--- src/rtl/viterbi_pkg.sv ---
// Shared definitions for the Viterbi link transmit path.
// Contents:
//   K, G0, G1     constraint length and generator polynomials. Bit 2 of a
//                 generator taps the current input bit; bits 1..0 tap the
//                 encoder state.
//   enc_state_t   framer FSM states.
//   sym_t         2-bit code symbol {g0 bit, g1 bit}.
//   conv_sym()    applies both generators to a {b, s[1], s[0]} window.
package viterbi_pkg;

  localparam int K = 3;
  localparam logic [K-1:0] G0 = 3'b111;
  localparam logic [K-1:0] G1 = 3'b101;

  typedef enum logic [1:0] {
    IDLE = 2'd0,
    DATA = 2'd1,
    TAIL = 2'd2
  } enc_state_t;

  typedef logic [1:0] sym_t;

  function automatic sym_t conv_sym(input logic [K-1:0] window);
    conv_sym = {^(window & G0), ^(window & G1)};
  endfunction

endpackage

--- src/rtl/conv_enc_core.sv ---
// Rate-1/2, K=3 convolutional encoder core.
// The state holds the two previous input bits: s[1] is the newest, s[0] the
// older one. sym is combinational from b and s. The state shifts only when
// en is high.
// Ports:
//   clk  rising-edge clock
//   rst  asynchronous active-low reset; clears the state to 00
//   en   shift b into the state at the next edge
//   b    bit being encoded this cycle
//   sym  code symbol for b given the current state
module conv_enc_core
  import viterbi_pkg::*;
(
  input  logic clk,
  input  logic rst,
  input  logic en,
  input  logic b,
  output sym_t sym
);

  logic [K-2:0] s;

  assign sym = conv_sym({b, s});

  always_ff @(posedge clk or negedge rst) begin
    if (!rst) begin
      s <= '0;
    end else if (en) begin
      s <= {b, s[1]};
    end
  end

endmodule

--- src/rtl/conv_enc_framer.sv ---
// Framed convolutional encoder. It accepts FRAME_LEN payload bits, then
// appends two zero tail bits so the trellis returns to state 00. It emits
// one registered code symbol per encoded bit and marks the frame with
// sof and eof.
//
// Handshake (both sides): a transfer happens on a rising edge where valid
// and ready are both high. Once valid is raised, it stays high and the data
// stays stable until the transfer.
//
// Ports:
//   clk, rst       clock; asynchronous active-low reset
//   in_valid_i     payload bit offered
//   in_bit_i       payload bit
//   in_ready_o     payload bit is accepted this cycle
//   out_valid_o    symbol valid
//   out_sym_o      code symbol {g0, g1}
//   out_sof_o      first symbol of the frame
//   out_eof_o      second tail symbol (last of the frame)
//   out_ready_i    downstream accepts the symbol
//   dbg_state_o    current framer FSM state, for observation only
module conv_enc_framer
  import viterbi_pkg::*;
#(
  parameter int FRAME_LEN = 256
) (
  input  logic       clk,
  input  logic       rst,
  input  logic       in_valid_i,
  input  logic       in_bit_i,
  output logic       in_ready_o,
  output logic       out_valid_o,
  output sym_t       out_sym_o,
  output logic       out_sof_o,
  output logic       out_eof_o,
  input  logic       out_ready_i,
  output enc_state_t dbg_state_o
);

  localparam int CW = $clog2(FRAME_LEN + 1);
  // Count value held in DATA just before the frame's last payload bit is accepted.
  localparam logic [CW-1:0] LAST_PRE = CW'(FRAME_LEN - 1);

  enc_state_t    state, state_n;
  logic [CW-1:0] bit_cnt, bit_cnt_n;
  logic          tail_cnt, tail_cnt_n;
  logic          run;
  logic          advance, accept, en, enc_b;
  sym_t          sym;

  // The output register can take a new symbol when it is empty or when its
  // current symbol leaves on this edge.
  assign advance = !out_valid_o || out_ready_i;

  // run goes high on the first edge after reset is released. It keeps
  // in_ready_o low while reset is asserted without feeding rst into
  // the datapath.
  assign in_ready_o = run && advance && (state != TAIL);
  assign accept     = in_valid_i && in_ready_o;
  assign en         = advance && (accept || (state == TAIL));
  assign enc_b      = (state == TAIL) ? 1'b0 : in_bit_i;

  assign dbg_state_o = state;

  conv_enc_core u_core (
    .clk (clk),
    .rst (rst),
    .en  (en),
    .b   (enc_b),
    .sym (sym)
  );

  always_ff @(posedge clk or negedge rst) begin
    if (!rst) begin
      state    <= IDLE;
      bit_cnt  <= '0;
      tail_cnt <= 1'b0;
      run      <= 1'b0;
    end else begin
      state    <= state_n;
      bit_cnt  <= bit_cnt_n;
      tail_cnt <= tail_cnt_n;
      run      <= 1'b1;
    end
  end

  always_comb begin
    state_n    = state;
    bit_cnt_n  = bit_cnt;
    tail_cnt_n = tail_cnt;
    case (state)
      IDLE: begin
        if (accept) begin
          bit_cnt_n = CW'(1);
          if (FRAME_LEN == 1) begin
            state_n    = TAIL;
            tail_cnt_n = 1'b0;
          end else begin
            state_n = DATA;
          end
        end
      end
      DATA: begin
        if (accept) begin
          bit_cnt_n = bit_cnt + 1'b1;
          if (bit_cnt == LAST_PRE) begin
            state_n    = TAIL;
            tail_cnt_n = 1'b0;
          end
        end
      end
      TAIL: begin
        if (advance) begin
          tail_cnt_n = 1'b1;
          if (tail_cnt) begin
            state_n    = IDLE;
            bit_cnt_n  = '0;
            tail_cnt_n = 1'b0;
          end
        end
      end
      default: begin
        state_n    = IDLE;
        bit_cnt_n  = '0;
        tail_cnt_n = 1'b0;
      end
    endcase
  end

  // If a cycle on advance has nothing to encode, the register is emptied
  // and its fields are zeroed. A stalled symbol is simply held.
  always_ff @(posedge clk or negedge rst) begin
    if (!rst) begin
      out_valid_o <= 1'b0;
      out_sym_o   <= '0;
      out_sof_o   <= 1'b0;
      out_eof_o   <= 1'b0;
    end else if (advance) begin
      out_valid_o <= en;
      out_sym_o   <= en ? sym : '0;
      out_sof_o   <= en && (state == IDLE);
      out_eof_o   <= en && (state == TAIL) && tail_cnt;
    end
  end

endmodule

--- config.mk ---
export PLATFORM = sky130hd
export DESIGN_NAME = conv_enc_framer
export DESIGN_NICKNAME = d
export VERILOG_FILES = /design/src/rtl/viterbi_pkg.sv /design/src/rtl/conv_enc_core.sv /design/src/rtl/conv_enc_framer.sv
export SDC_FILE = /design/constraint.sdc
export NUM_CORES = 1
export LEC_CHECK = 0
export BUFFER_PORTS_ARGS = -buffer_cell sky130_fd_sc_hd__buf_2
export CORE_AREA = 4 4 55 57
export CTS_CLUSTER_SIZE = 24
export DETAILED_ROUTE_END_ITERATION = 16
export DIE_AREA = 0 0 59 61
export HOLD_SLACK_MARGIN = 0.03
export PLACE_DENSITY = 0.68
export SYNTH_ARGS = -nofsm -noshare
export SYNTH_HDL_FRONTEND = slang
export SYNTH_SLANG_ARGS = --single-unit
--- constraint.sdc ---
create_clock -name clk -period 2.7 [get_ports clk]
set_clock_uncertainty 0.2 [all_clocks]
set_input_delay 0.405 -clock clk [delete_from_list [all_inputs] [get_ports clk]]
set_output_delay 0.405 -clock clk [all_outputs]
set_load 0.05 [all_outputs]
==> metrics.md, run 1 <==
| Metric | Value |
|---|---|
| HP Class | in2reg |
| Via-to-Cell Ratio | 5.59 |
| Routed WL per cell | 14.1 um |
| Drt total wl | around 2200 um |
| Height of the die | between 60 and 70 um |
| Crit Path Class | reg2out |
| GR Util All Layers | 0.142 |
| Row cnt | 18 |
| CP cell instances | nand2b_1 > and3_1 > buf_2 |
| Die X | 59 um |
| First-pass DRT Iterations | 4 |
| P_int | 509 uW |
| EDFF count, synth | 0 |
| H-tree depth | 1 |
| Num CTS Buffers | 3 |
| Combinational share of power | 0.217 |
| Post-route core utilization | 0.485 |
| Fin crit share | 0.866 |
| Sw power | 254 uW |
| Worst-margin pin slew | between 0.5 and 0.6 ns |
| CP Capture Type | output pin |
| TritonCTS clock tree | built |
| Slowest-stage cell, CP | dfrtp_1 |
| Lkg Pwr | about 0.00055 uW |
| Vias in the first global route | 872 |
| Synth top cells by count | 20 x dfrtp_1, 13 x nand2_1, 7 x a21oi_1, 7 x nand3_1, 5 x o21ai_0 |
| Outcome | completed |
| Synth top area cells | dfrtp_1 46%, nand2_1 4.5%, a21oi_1 3.2%, nand3_1 3.2%, a21o_1 2.8% |
| PwrDens | ~630 nW/um^2 |
| Syn. warnings | 0 |
| Max-slew violation count | 0 |
| Initial antenna violation count | 0 |
| Area share of the largest cell type after synthesis | 0.459 |
| Initial Util | 0.440 |
| Final setup vio count | 0 |
| Power consumption | between 700 and 800 uW |
| Clk pwr share | 0.233 |
| Final GP Congestion | 0.843 |
| Worst vdd rail ir drop | 0.000390 V |
| Slew HR | 0.654 |
| Hold Violations, Final | 0 |
| Drc violations | 0 |
| Kind of start point of the critical path | flip-flop |
| # nets final | 132 |
| Initial DRC Count | 26 |
| Diodes inserted | 0 |
| Asr flop ratio synth | 1.00 |
| Die ar. | 3600 sq um |
| Max stage delay on crit path | 0.64 ns |
| Net Sw Frac | 0.333 |
| Fmax achieved | 0.428 GHz |
| Core area | 2480 sq um |
| Sequential fraction of the synthesis area | 0.459 |
| Register-to-register setup slack | 0.59 ns |
| Syn avg cell area | 9.92 sq um |
| Cell count after synthesis | 110 |
| Fraction of power consumed by sequential logic | 0.550 |
| Vias | approximately 860 |
| Netlist cell types | slightly above 40 |
| Required time of the critical path | 2.10 ns |
| Crit-path max FO | 15 |
| Yosys top cell by area | dfrtp_1 |
| Final setup TNS | 0 ns |
| Clk_lat worst skew | 0.31 ns |
| IO Port Bufs | 12 |
| Synth Net Count | about 120 |
| Num ports | 13 |
| Grt ovf | 0 |
| Area growth from synthesis to layout | 10.1% |
| Hpwl dp | 1500 um |
| Tmin final | 2.34 ns |
| Root Buffer | clkbuf_4 |
| Fill count | 243 |
| CP arrival | 1.73 ns |
| Count leader, synth | dfrtp_1 |
| Hold Slack | 0.194 ns |
| RSZ-0062 raised after global routing | false |
| Mapped cell area | 1090 sq um |
| Clk sink count | 20 |
| Reg clk slew, reported paths | about 0.12 ns |
| Seq cells post-synth | 20 |
| Layout cells sized above 1 | 0.185 |
| First-pass GRT wire length | about 3900 um |
| Max clock buf depth | 2 |
| Maximum number of pins on one net before global-route repair | 21 |
| Final ANT Viol Nets | 0 |
| Main synth FF type | dfrtp_1 |
| MaxCap Viol Count | 0 |
layout by cell type (no fill, tap or decap), drive strengths merged, types with 2 or more instances in the layout:
| cell | netlist | routed |
|---|---|---|
| dfrtp | 20 | 20 |
| nand2 | 14 | 14 |
| buf | 1 | 13 |
| nand3 | 9 | 9 |
| a21oi | 8 | 8 |
| o21ai | 6 | 6 |
| nor2 | 4 | 4 |
| a21o | 4 | 4 |
| and3 | 4 | 4 |
| clkbuf | 2 | 4 |
| nor2b | 3 | 3 |
| nor3 | 3 | 3 |
| o211ai | 3 | 3 |
| nand2b | 2 | 2 |
| a31oi | 2 | 2 |
| o31ai | 2 | 2 |
| a22o | 2 | 2 |
| a32oi | 2 | 2 |
| nand4 | 2 | 2 |
| ha | 2 | 2 |
per-stage QoR:
step           setup WS [ns]  cell area, sq um  std cells
6_report               0.363              1200        154
5_1_grt                0.254              1200        154
4_1_cts                0.368              1200        154
3_5_place_dp           0.608              1150        149
3_3_place_gp           0.688              1150        149
2_1_floorplan          0.640              1090        110
repair_timing:
| action | CTS | global route |
|---|---|---|
| gates resized for setup | 0 | 0 |
| hold buffers | 1 | 0 |
| endpoints found under the hold margin | 20 | 0 |
| buffers inserted | 0 | 0 |
flip-flops by register name, indices dropped and copies added, names as in the netlist:
register     count
bit_cnt          9
u_core.s         2
out_sym_o        2
out_eof_o        1
dbg_state_o      2
run              1
tail_cnt         1
out_valid_o      1
out_sof_o        1
power groups by stage:
stage / Clock, uW / Sequential (uW) / Combinational [uW]
2_1_floorplan: 0 / 428 / 114
3_5_place_dp: 0 / 424 / 166
5_1_grt: 198 / 430 / 190
4_1_cts: 184 / 418 / 168
6_report: 177 / 420 / 165
3_3_place_gp: 0 / 422 / 165
path summary, 6_finish.rpt:
path / from / cells after the start / to
worst max-delay path: dbg_state_o[0] / 3 / in_ready_o
worst min-delay path: in_valid_i / 3 / out_valid_o
worst max register to register: bit_cnt[0] / 7 / bit_cnt[8]
worst min register to register: bit_cnt[8] / 1 / bit_cnt[8]
max in group asynchronous: rst / 2 / out_valid_o
min in group asynchronous: rst / 2 / bit_cnt[4]
routing by layer:
layer | part of all wire | wire (um) | track usage
met5 | 0 | 0 | 0
met4 | 0.017 | 36 | 0.0841
met3 | 0.033 | 71 | 0.0191
met2 | 0.47 | 1020 | 0.226
met1 | 0.48 | 1040 | 0.185
cell type report:
cell class	instances	area, sq um	area share
clock buffer	4	36.3	0.0302
inverter	2	7.51	0.00625
multi-input combinational	84	542	0.451
sequential	20	500	0.417
tap	30	37.5	0.0313
timing repair buffer	14	77.6	0.0646
critical path, delay by kind of cell (launching register included):
kind	cells	cell delay, ns
flops	1	0.64
simple gates	2	0.53
buf+inv	1	0.26
logic make-up after synthesis:
logic type,after synthesis,share of synthesized area
xor+xnor,2,0.0298
mux,2,0.0195
buf+inv,6,0.0447
other cells,1,0.00344
compound gates,31,0.190
flops,20,0.459
simple gates,46,0.231
fa+ha+maj,2,0.0229
No activity file was read; power rests on OpenSTA's default activity.
==> run 2: changes to the inputs <==
Settings changed: CORE_AREA 4 4 55 57 to 2 2 53 55, DIE_AREA 0 0 59 61 to 0 0 55 57.
Clock period 2.7 ns to 2.49 ns, I/O delays scaled along.
==> metrics.md, run 2 (synthesis results as in run 1) <==
| Metric | Value |
|---|---|
| Height of the die | 57 um (-6.6%) |
| Final setup TNS | 0 ns (unchanged) |
| Via-to-Cell Ratio | 5.74 (+2.6%) |
| Fmax achieved | ~0.47 GHz |
| Outcome | completed |
| HP Class | in2reg |
| Initial antenna violation count | 0 (unchanged) |
| Core area | 2620 sq um (+5.6%) |
| Die X | 55 um (-6.8%) |
| H-tree depth | 1 (unchanged) |
| Worst-margin pin slew | 0.562 ns (+0.0443 ns) |
| Vias in the first global route | 902 (+3.4%) |
| Num ports | 13 (unchanged) |
| Layout cells sized above 1 | 0.192 (+0.00652) |
| Die ar. | 3140 sq um (-13%) |
| Routed WL per cell | 15.4 um (+9.0%) |
| Leading cell types in the layout, fill and taps excluded | 20 x dfrtp_1, 13 x nand2_1, 12 x buf_2, 7 x nand3_1, 7 x a21oi_1 |
| Crit-path max FO | 4 (-11) |
| CP cell instances | ha_1 > and3_2 > and3_1 > and3_1 > ha_1 > a31oi_1 > o21ai_0 > o31ai_1 |
| Fill count | 253 (+4.1%) |
| Tmin final | 2.13 ns |
| Max clock buf depth | 2 (unchanged) |
| Crit Path Class | reg2reg |
| Drc violations | 0 (unchanged) |
| Hold Violations, Final | 0 (unchanged) |
| Clk sink count | 20 (unchanged) |
| CP arrival | 2.14 ns (+0.41 ns) |
| Final ANT Viol Nets | 0 (unchanged) |
| Hold buffers post-CTS | 1 (unchanged) |
| Required time of the critical path | 2.51 ns (+0.41 ns) |
| Maximum number of pins on one net before global-route repair | 21 (unchanged) |
| Clk_lat worst skew | 0.30 ns (about the same) |
| Drt total wl | 2400 um (+10%) |
| Worst vdd rail ir drop | 0.000420 V (+7.7%) |
| PnR worst setup slack | 0.364 ns (+0.00132 ns) |
| Diodes inserted | 0 (unchanged) |
| Kind of start point of the critical path | flip-flop |
| Pre-CTS WS | 0.407 ns (-0.202 ns) |
| Max reg flops | 9 (unchanged) |
| Top reg by flops | bit_cnt |
| Slowest-stage cell, CP | dfrtp_1 |
| CTS resizes | 0 (unchanged) |
| Cell family contributing the most delay on the critical path | simple AND/OR/NAND/NOR gates |
| Final setup vio count | 0 (unchanged) |
| IO Port Bufs | 12 (unchanged) |
| Initial Util | 0.417 (-0.0232) |
| Critical path buffers and inverters | 0 (-1) |
| Post-CTS Setup Inserts | 0 (unchanged) |
| Vias | 895 (+3.9%) |
| Commonest non-fill, non-tap cell in the layout | dfrtp_1 |
| Max-slew violation count | 0 (unchanged) |
| Grt ovf | 0 (unchanged) |
| Lkg Pwr | 0.000561 uW (+2.1%) |
| First-pass GRT wire length | 4130 um (+7.4%) |
| Slew HR | 0.625 (-0.0290) |
| Fin crit share | 0.854 |
| Final GP Congestion | 0.800 (-5.2%) |
| GR Util All Layers | 0.180 (+0.0378) |
| Max stage delay on crit path | 0.44 ns (-0.20 ns) |
| # nets final | 133 (+0.76%) |
| Reg clk slew, reported paths | 0.12 ns (about the same) |
| PwrDens | 744 nW/um^2 (+17%) |
| Hpwl dp | 1680 um (+12%) |
| TritonCTS clock tree | built |
| First-pass DRT Iterations | 4 (unchanged) |
| RSZ-0062 raised after global routing | false |
| Num CTS Buffers | 3 (unchanged) |
| CP Capture Type | flip-flop |
| MaxCap Viol Count | 0 (unchanged) |
| Root Buffer | clkbuf_4 |
| Initial DRC Count | 20 (-23%) |
| Row cnt | 19 (+1) |
| Area growth from synthesis to layout | 12.4% |
## run 2: final timing paths
kind | slack (ns) | from | depth (start not counted) | to
worst min register to register | 0.29 | bit_cnt[8] | 1 | bit_cnt[8]
min in group asynchronous | 0.34 | rst | 2 | bit_cnt[4]
worst max register to register | 0.36 | bit_cnt[0] | 8 | tail_cnt
worst min-delay path | 0.16 | in_valid_i | 3 | out_valid_o
max in group asynchronous | 1.44 | rst | 2 | bit_cnt[0]
worst max-delay path | 0.36 | bit_cnt[0] | 8 | tail_cnt
## run 2: final cells by class
type                    count  area, sq um  share of cell area
repair buffers             15         85.1              0.0694
multi-input cells          84          542               0.442
well taps                  31         38.8              0.0316
inverters                   2         7.51             0.00612
clock buffers               3         22.5              0.0184
clock inverters             1         30.0              0.0245
flip-flops and latches     20          500               0.408
## run 2: report_power, final
group,internal [uW],switching (uW),leakage [uW],total (uW)
Combinational,82.0,101,0.000282,183
Clock,163,109,0.0000279,272
Sequential,381,76.7,0.000250,457
## run 2: tightest hold or removal path: stages
cell and delay (ns):
buf_2 0.09, nand2_1 0.08, nand3_1 0.09
## run 2: per-layer routing
metal	vias up	GRT usage	wire length, um
li1	431	-	-
met1	446	0.244	1100
met2	16	0.287	1230
met3	2	0.0314	60
met4	0	0.0592	12
met5	-	0	0
## run 2: metrics by stage
step,std cells,power (uW),cell area (sq um),hold WS [ns],utilization
floorplan,110,588,1090,-0.122,-
global placement,151,633,1160,0.146,0.445
detailed placement,151,646,1160,0.159,0.445
CTS,156,921,1230,0.145,0.469
global route,156,967,1230,0.165,0.469
finish,156,912,1230,0.157,0.469
==> run 3: changes to the inputs <==
Settings changed: CORE_AREA 2 2 53 55 to 2 2 48 50, DIE_AREA 0 0 55 57 to 0 0 50 52, PLACE_DENSITY 0.68 to 0.79.
==> metrics.md, run 3 (synthesis results as in run 1) <==
| Metric | Value |
|---|---|
| CP Capture Type | output pin |
| GR Util All Layers | 0.193 (+0.0127) |
| HP Class | in2reg |
| Row cnt | 17 (-2) |
| Vias in the first global route | 862 (-4.4%) |
| Top reg by flops | bit_cnt |
| RSZ-0062 raised after global routing | false |
| Reg2reg start | bit_cnt[0] |
| Height of the die | 52 um (-8.8%) |
| First-pass DRT Iterations | 4 (unchanged) |
| Final ANT Viol Nets | 0 (unchanged) |
| Die ar. | 2600 sq um (-17%) |
| CP arrival | 1.73 ns (-0.41 ns) |
| CP endpoint | in_ready_o |
| Grt ovf | 0 (unchanged) |
| Layout cells sized above 1 | 0.185 (-0.00652) |
| Hold Slack | 0.150 ns (-0.00759 ns) |
| Drc violations | 0 (unchanged) |
| Diodes inserted | 0 (unchanged) |
| Worst vdd rail ir drop | 0.000465 V (+11%) |
| Vias | 911 (+1.8%) |
| TritonCTS clock tree | built |
| Maximum number of pins on one net before global-route repair | 21 (unchanged) |
| Num ports | 13 (unchanged) |
| Layout Cells excl Fill | 152 (-2.6%) |
| Register-to-register setup slack | 0.38 ns (+0.02 ns) |
| Routed WL per cell | 14.5 um (-5.9%) |
| First-pass GRT wire length | 3840 um (-7.0%) |
| # nets final | 132 (-0.75%) |
| Slew HR | 0.663 (+0.0379) |
| Root Buffer | clkbuf_4 |
| Final setup vio count | 0 (unchanged) |
| Crit-path max FO | 15 (+11) |
| MaxCap Viol Count | 0 (unchanged) |
| H-tree depth | 1 (unchanged) |
| Hold Violations, Final | 0 (unchanged) |
| Fin crit share | 0.924 (+0.0702) |
| Cells on worst reg2reg path | 7 (-1) |
| Final GP Congestion | 0.846 (+5.8%) |
| Reg-to-reg critical path endpoint | bit_cnt[8] |
| Final setup TNS | 0 ns (unchanged) |
| Drt total wl | 2200 um (-8.3%) |
| Commonest non-fill, non-tap cell in the layout | dfrtp_1 |
| Max reg flops | 9 (unchanged) |
| Outcome | completed |
| Kind of start point of the critical path | flip-flop |
| CP Launch Point | dbg_state_o[0] |
| Area growth from synthesis to layout | 9.86% |
| Reg clk slew, reported paths | 0.11 ns (about the same) |
| Lkg Pwr | 0.000549 uW (-2.0%) |
| Via-to-Cell Ratio | 5.99 (+4.5%) |
| Post-CTS Setup Inserts | 0 (unchanged) |
| Tmin final | 2.30 ns (+0.175 ns) |
| Initial Util | 0.518 (+0.101) |
| Crit Path Class | reg2out |
| Pre-CTS WS | 0.402 ns (-0.00491 ns) |
| Worst-margin pin slew | 0.504 ns (-0.0575 ns) |
| Initial antenna violation count | 0 (unchanged) |
| Clk sink count | 20 (unchanged) |
| Core area | 2110 sq um (-19%) |
| IO Port Bufs | 12 (unchanged) |
| PwrDens | 692 nW/um^2 (-7.0%) |
| Max clock buf depth | 2 (unchanged) |
| Cells after DPL | 147 (-2.6%) |
| Fill count | 175 (-31%) |
| Max-slew violation count | 0 (unchanged) |
| Initial DRC Count | 28 (+40%) |
| PnR worst setup slack | 0.189 ns (-0.175 ns) |
| Leading cell types in the layout, fill and taps excluded | 20 x dfrtp_1, 13 x nand2_1, 12 x buf_2, 7 x nand3_1, 7 x a21oi_1 |
| Required time of the critical path | 1.92 ns (-0.59 ns) |
| Fmax achieved | 0.435 GHz (-7.6%) |
| Num CTS Buffers | 3 (unchanged) |
| Clk_lat worst skew | 0.30 ns (about the same) |
| Die X | 50 um (-9.1%) |
| Hpwl dp | 1510 um (-9.6%) |
==> run 3: changes by cell type in the layout (fill, tap and decap cells not counted) <==
cell       delta
buf_4         -1
clkbuf_8      +1
bufinv_16     -1
==> run 3: what timing repair did <==
action                    in CTS  in global routing
hold buffers                   1                  0
hold endpoints to repair      20                  0
gates resized for setup        0                  0
==> run 3: power by group <==
group / internal (uW) / leakage, uW / switching [uW]
clock: 89.3 / 0.0000210 / 100
combinational: 82.8 / 0.000278 / 101
sequential: 381 / 0.000250 / 74.9
==> run 3: worst min-delay path by stage <==
stage,startpoint,to,cells after the start
detailed placement,rst,out_sof_o,1
finish,in_valid_i,out_valid_o,3
global route,in_valid_i,out_valid_o,3
CTS,in_valid_i,out_valid_o,3
global placement,rst,out_sof_o,1
floorplan,rst,bit_cnt[0],0
==> run 3: final cells by class <==
type,count,area [sq um],share of cell area
inverter,2,7.51,0.00626
tap,28,35.0,0.0292
timing repair buffer,14,77.6,0.0647
sequential,20,500,0.418
clock buffer,4,36.3,0.0303
multi-input combinational,84,542,0.452
==> run 3: layer usage <==
layer / vias up / share of wire / routed length [um] / global-route usage
li1: 437 / - / - / -
met2: 33 / 0.47 / 1030 / 0.285
met4: 0 / 0.016 / 36 / 0.0972
met1: 436 / 0.48 / 1050 / 0.271
met3: 5 / 0.037 / 82 / 0.0316
met5: - / 0 / 0 / 0
==> run 3: stage by stage <==
stage	util	area [sq um]	power, uW
6_report	0.569	1200	829
5_1_grt	0.569	1200	880
4_1_cts	0.569	1200	834
3_5_place_dp	0.547	1150	643
3_3_place_gp	0.547	1150	631
2_1_floorplan	-	1090	588
==> run 3: worst max-delay path, cell delays in order, from the launching register on <==
cell and delay, ns:
dfrtp_1 0.64, nand2b_1 0.33, and3_1 0.20, buf_2 0.26
